===== src/rtl/reg_wb_scheduler.sv =====
// Write-back arbiter and long-latency scoreboard for the 32x32 single-write-port register file.
// Grant and write are in the same cycle; loads and mul/div wait on ready while the ALU has the port, and issue stalls on hazards or starvation.
module reg_wb_scheduler #(
  parameter int STARVE_LIMIT = 4
) (
  input  logic        i_clk,
  input  logic        i_reset,
  input  logic        i_issue_valid,
  input  logic [4:0]  i_issue_rs1,
  input  logic [4:0]  i_issue_rs2,
  input  logic [4:0]  i_issue_rd,
  input  logic        i_issue_long,
  output logic        o_issue_stall,
  input  logic        i_alu_wb_valid,
  input  logic [4:0]  i_alu_wb_addr,
  input  logic [31:0] i_alu_wb_data,
  input  logic        i_ld_wb_valid,
  input  logic [4:0]  i_ld_wb_addr,
  input  logic [31:0] i_ld_wb_data,
  output logic        o_ld_wb_ready,
  input  logic        i_md_wb_valid,
  input  logic [4:0]  i_md_wb_addr,
  input  logic [31:0] i_md_wb_data,
  output logic        o_md_wb_ready,
  output logic        o_rf_write_en,
  output logic [4:0]  o_rf_wr_addr,
  output logic [31:0] o_rf_wr_data,
  output logic [31:0] o_busy_mask,
  output logic        o_wb_error
);

  localparam logic [3:0] LIM = 4'(STARVE_LIMIT);

  logic [31:0] r_busy;
  logic        r_wb_error;
  logic [3:0]  r_starve_cnt;
  logic        r_rr_md;

  logic        w_alu_gnt;
  logic        w_ld_gnt;
  logic        w_md_gnt;
  logic        w_long_gnt;
  logic [4:0]  w_long_addr;
  logic [31:0] w_clr_mask;
  logic [31:0] w_set_mask;
  logic [31:0] w_eff_busy;
  logic        w_starve;
  logic        w_fire;

  // r_rr_md set means load won last, so mul/div gets the next tie
  always_comb begin
    w_alu_gnt   = !i_reset && i_alu_wb_valid;
    w_ld_gnt    = !i_reset && !i_alu_wb_valid && i_ld_wb_valid &&
                  (!i_md_wb_valid || !r_rr_md);
    w_md_gnt    = !i_reset && !i_alu_wb_valid && i_md_wb_valid &&
                  (!i_ld_wb_valid || r_rr_md);
    w_long_gnt  = w_ld_gnt || w_md_gnt;
    w_long_addr = w_md_gnt ? i_md_wb_addr : i_ld_wb_addr;
  end

  always_comb begin
    o_rf_wr_addr = '0;
    o_rf_wr_data = '0;
    if (w_alu_gnt) begin
      o_rf_wr_addr = i_alu_wb_addr;
      o_rf_wr_data = i_alu_wb_data;
    end else if (w_ld_gnt) begin
      o_rf_wr_addr = i_ld_wb_addr;
      o_rf_wr_data = i_ld_wb_data;
    end else if (w_md_gnt) begin
      o_rf_wr_addr = i_md_wb_addr;
      o_rf_wr_data = i_md_wb_data;
    end
  end

  assign o_rf_write_en = (w_alu_gnt || w_long_gnt) && (o_rf_wr_addr != 5'd0);
  assign o_ld_wb_ready = w_ld_gnt;
  assign o_md_wb_ready = w_md_gnt;

  // A register cleared this cycle is readable via register-file forwarding
  always_comb begin
    w_clr_mask    = w_long_gnt ? (32'd1 << w_long_addr) : 32'd0;
    w_eff_busy    = r_busy & ~w_clr_mask;
    w_starve      = (r_starve_cnt == LIM);
    o_issue_stall = i_reset || (i_issue_valid &&
                    (w_eff_busy[i_issue_rs1] || w_eff_busy[i_issue_rs2] ||
                     w_eff_busy[i_issue_rd]  || w_starve));
    w_fire        = i_issue_valid && !o_issue_stall;
    w_set_mask    = (w_fire && i_issue_long && (i_issue_rd != 5'd0)) ?
                    (32'd1 << i_issue_rd) : 32'd0;
  end

  always_ff @(posedge i_clk) begin
    if (i_reset) begin
      r_busy       <= '0;
      r_wb_error   <= 1'b0;
      r_starve_cnt <= '0;
      r_rr_md      <= 1'b0;
    end else begin
      r_busy <= ((r_busy & ~w_clr_mask) | w_set_mask) & ~32'd1;
      if (w_long_gnt && (w_long_addr != 5'd0) && !r_busy[w_long_addr])
        r_wb_error <= 1'b1;
      if (w_ld_gnt)
        r_rr_md <= 1'b1;
      else if (w_md_gnt)
        r_rr_md <= 1'b0;
      if (w_long_gnt || !(i_ld_wb_valid || i_md_wb_valid))
        r_starve_cnt <= '0;
      else if (r_starve_cnt != LIM)
        r_starve_cnt <= r_starve_cnt + 4'd1;
    end
  end

  assign o_busy_mask = r_busy;
  assign o_wb_error  = r_wb_error;

endmodule


===== config.mk =====
export PLATFORM = sky130hd
export DESIGN_NAME = reg_wb_scheduler
export DESIGN_NICKNAME = d
export VERILOG_FILES = /design/src/rtl/reg_wb_scheduler.sv
export SDC_FILE = /design/constraint.sdc
export NUM_CORES = 1
export LEC_CHECK = 0
export CAP_MARGIN = 10
export CORE_ASPECT_RATIO = 2
export CORE_MARGIN = 10
export CORE_UTILIZATION = 35
export CTS_BUF_LIST = sky130_fd_sc_hd__clkbuf_4
export DETAILED_ROUTE_END_ITERATION = 8
export DONT_BUFFER_PORTS = 1
export GPL_ROUTABILITY_DRIVEN = 0
export PLACE_DENSITY_LB_ADDON = 0.15
export SLEW_MARGIN = 0
export SYNTH_ARGS = -nofsm -noshare
export SYNTH_HDL_FRONTEND = slang
export SYNTH_SLANG_ARGS = --single-unit

===== constraint.sdc =====
create_clock -name i_clk -period 5 [get_ports i_clk]
set_input_delay 0.75 -clock i_clk [delete_from_list [all_inputs] [get_ports i_clk]]
set_output_delay 0.75 -clock i_clk [all_outputs]
set_load 0.02 [all_outputs]

==> impl_metrics.yaml <==
sta:
  clock_skew_ns: 0.0123
  fmax_mhz: 210
  fin_setup_tns_ns: 0
  fin_crit_sh: 0.952
  setup_viol: 0
  rsz0062_at_grt: "no"
  max-slew-margin-rel: 0.148
  min_period_ns: 4.76
  tightest_slew_ns: 1.27
  slew_violations: 0
  finalHoldViolations: 0
placement:
  placed_cell_area_mm2: 0.00458
  dp_hpwl_um: 19700
  port_buffers: 0
yosys:
  yosys-top-cells-count: "nand2_1, inv_1, nor2_1, dfxtp_1, a222oi_1"
  syn_inst: 613
  syn_nets: 748
  ys.warnings.count: 0
  ys_types: 70
  syn_area_mm2: 0.00455
  synth_top_cell_by_area: "dfxtp_1"
  synth.most_common_cell: "nand2_1"
  synth_top_flop_cell: "dfxtp_1"
  synth_area_leaders: "dfxtp_1, a222oi_1, o22ai_2, nand2_1, inv_1"
  ys_ff_latch: 37
  synth-edff-count: 0
  ys_seq_area_frac: 0.163
  synth.top_cell.area_share: 0.163
  avgSynthCellArea_um2: 7.43
  ys_async_sr_fraction: 0
setup_path:
  path_max_fanout: 17
  r2r_slack_ns: 0.82
  arrival_ns: 4.01
  start_kind: "register"
  crit_path_max_incr_delay_ns: 0.58
  crit_type: "reg2out"
  cp_top_family: "simple AND/OR/NAND/NOR gates"
  r2r_end: "o_busy_mask[21]$_SDFF_PP0_"
  required_ns: 4.25
  endpoint_kind: "primary output"
  r2r_start: "r_rr_md$_SDFFE_PP0P_"
  cp_common_cell: "a32oi_1"
  slowest_stage: "or4_1"
  worstRegToRegCells: 11
  path_cells: "nand2b_1, buf_4, and3_1, nor2_1, o21ai_0, a32oi_1, a32oi_1, nand4_1, or4_1, a21o_1"
  critPathBufInv: 1
route:
  wirelength_um: 24700
  drtPass1Iterations: 8
  wl_per_cell_um: 33.7
  via_count: 5595
  postRouteAntennaNets: 0
  drt-initial-drc-count: 600
  drc: 0
  viasPerCell: 7.63
flow_run:
  drv_cap: 0
global_routing:
  grt_pass1_wl_um: 35300
  gr-total-overflow: 0
  first_global_vias: 5492
  grt_usage: 0.253
  grt_max_degree: 44
  antenna_found_initial: 1
cells_and_area:
  nets: 716
  area_delta_synth_final_pct: 3.02
  final_util: 0.369
  stdcell_area_mm2: 0.00469
  n_fill_cell: 1344
  drive_gt1_frac: 0.127
clock_tree:
  cts_setup_buffers: 0
  htree_levels: 2
  clock_latency_ns: 0.41
  root_buffer: "clkbuf_4"
  clock_path_buffers: 2
  cts_made_buffers: 5
  clock_sinks: 37
  post_cts_resized: 0
  cts.reportedPaths.clkPinSlew_ns: 0.12
  ctsHoldBuffers: 0
  cts_tree: "yes"
floorplanning:
  die_w_um: 101
  start_util: 0.358
  core_area_mm2: 0.0127
  core.rowCount: 58
  die_h_um: 181
  die_area_mm2: 0.0182
  pin_count: 207
hold_path:
  hp-start: "i_reset"
  hold-path-endpoint: "o_wb_error$_SDFFE_PP0P_"
  hold_path.class: "in2reg"
  holdPathStages: 1
run_status:
  status: "completed"
pwr:
  power_density_mw_per_mm2: 180
  peakVddDrop_mv: 0.120
  static-leakage-power_nw: 1.64
[layer usage]
layer  up-vias  routed length [µm]  GRT usage
li1       2339                   -          -
met1      2667                7440      0.219
met2       467               12500      0.453
met3       122                2790     0.0871
met4         0                2040      0.194
met5         -                   0          0
[how the worst max path moves through the flow]
stage / to / cells after the start / slack, ns / from
after floorplan: o_issue_stall / 11 / 0.88 / i_alu_wb_valid
after global placement: o_issue_stall / 10 / 0.60 / i_ld_wb_valid
after detailed placement: o_issue_stall / 10 / 0.59 / i_ld_wb_valid
after CTS: o_issue_stall / 10 / 0.33 / r_rr_md$_SDFFE_PP0P_
after global routing: o_issue_stall / 10 / 0.08 / r_rr_md$_SDFFE_PP0P_
final: o_issue_stall / 10 / 0.24 / r_rr_md$_SDFFE_PP0P_
[area by class of cell]
class	instances	area [µm²]	area share
repair buffers	10	75.1	0.0160
flip-flops and latches	37	741	0.158
diodes	1	2.50	0.000534
inverters	63	236	0.0504
multi-input cells	464	3340	0.713
well taps	150	188	0.0400
clock inverters	3	65.1	0.0139
clock buffers	5	37.5	0.00800
[cells in the final DEF (no fill, tap or decap), drive strengths merged, types with 9 or more instances in the layout]
master	count
a21oi	10
a222oi	32
a31oi	22
a32oi	22
and2	10
and3	9
buf	10
dfxtp	37
inv	60
mux2i	15
nand2	65
nand2b	11
nand3	28
nand4	16
nor2	43
nor2b	13
nor3	12
o211ai	9
o21ai	25
o22ai	29
o31ai	9
[logic make-up (layout without fill, tap and decap cells)]
logic type | after synthesis | count (layout) | share of synthesized area
compound gates | 207 | 207 | 0.386
xor+xnor | 2 | 2 | 0.00385
fa+ha+maj | 2 | 2 | 0.00550
buf+inv | 112 | 81 | 0.103
flops | 37 | 37 | 0.163
mux | 27 | 27 | 0.0825
other cells | 1 | 2 | 0.000824
simple gates | 225 | 225 | 0.255
[power breakdown]
group	leakage, nW	internal, mW	switching [mW]	total [mW]
Sequential	0.299	0.299	0.00941	0.308
Clock	0.0552	0.155	0.121	0.276
Combinational	1.29	0.0780	0.183	0.261
Total	1.64	0.531	0.313	0.844
[stage by stage]
step / hold WS (ns) / power (mW) / setup slack, ns / std cells
5_1_grt: 0.393 / 0.874 / 0.0757 / 733
3_5_place_dp: 0.524 / 0.568 / 0.586 / 724
6_report: 0.408 / 0.844 / 0.240 / 733
2_1_floorplan: 0.472 / 0.542 / 0.883 / 613
4_1_cts: 0.422 / 0.839 / 0.334 / 732
3_3_place_gp: 0.492 / 0.567 / 0.601 / 724
[registers in the layout, summed over array words and instances (netlist names)]
register      flops
o_busy_mask      31
o_wb_error        1
r_rr_md           1
r_starve_cnt      4
Power figures use the tool's default switching activity.
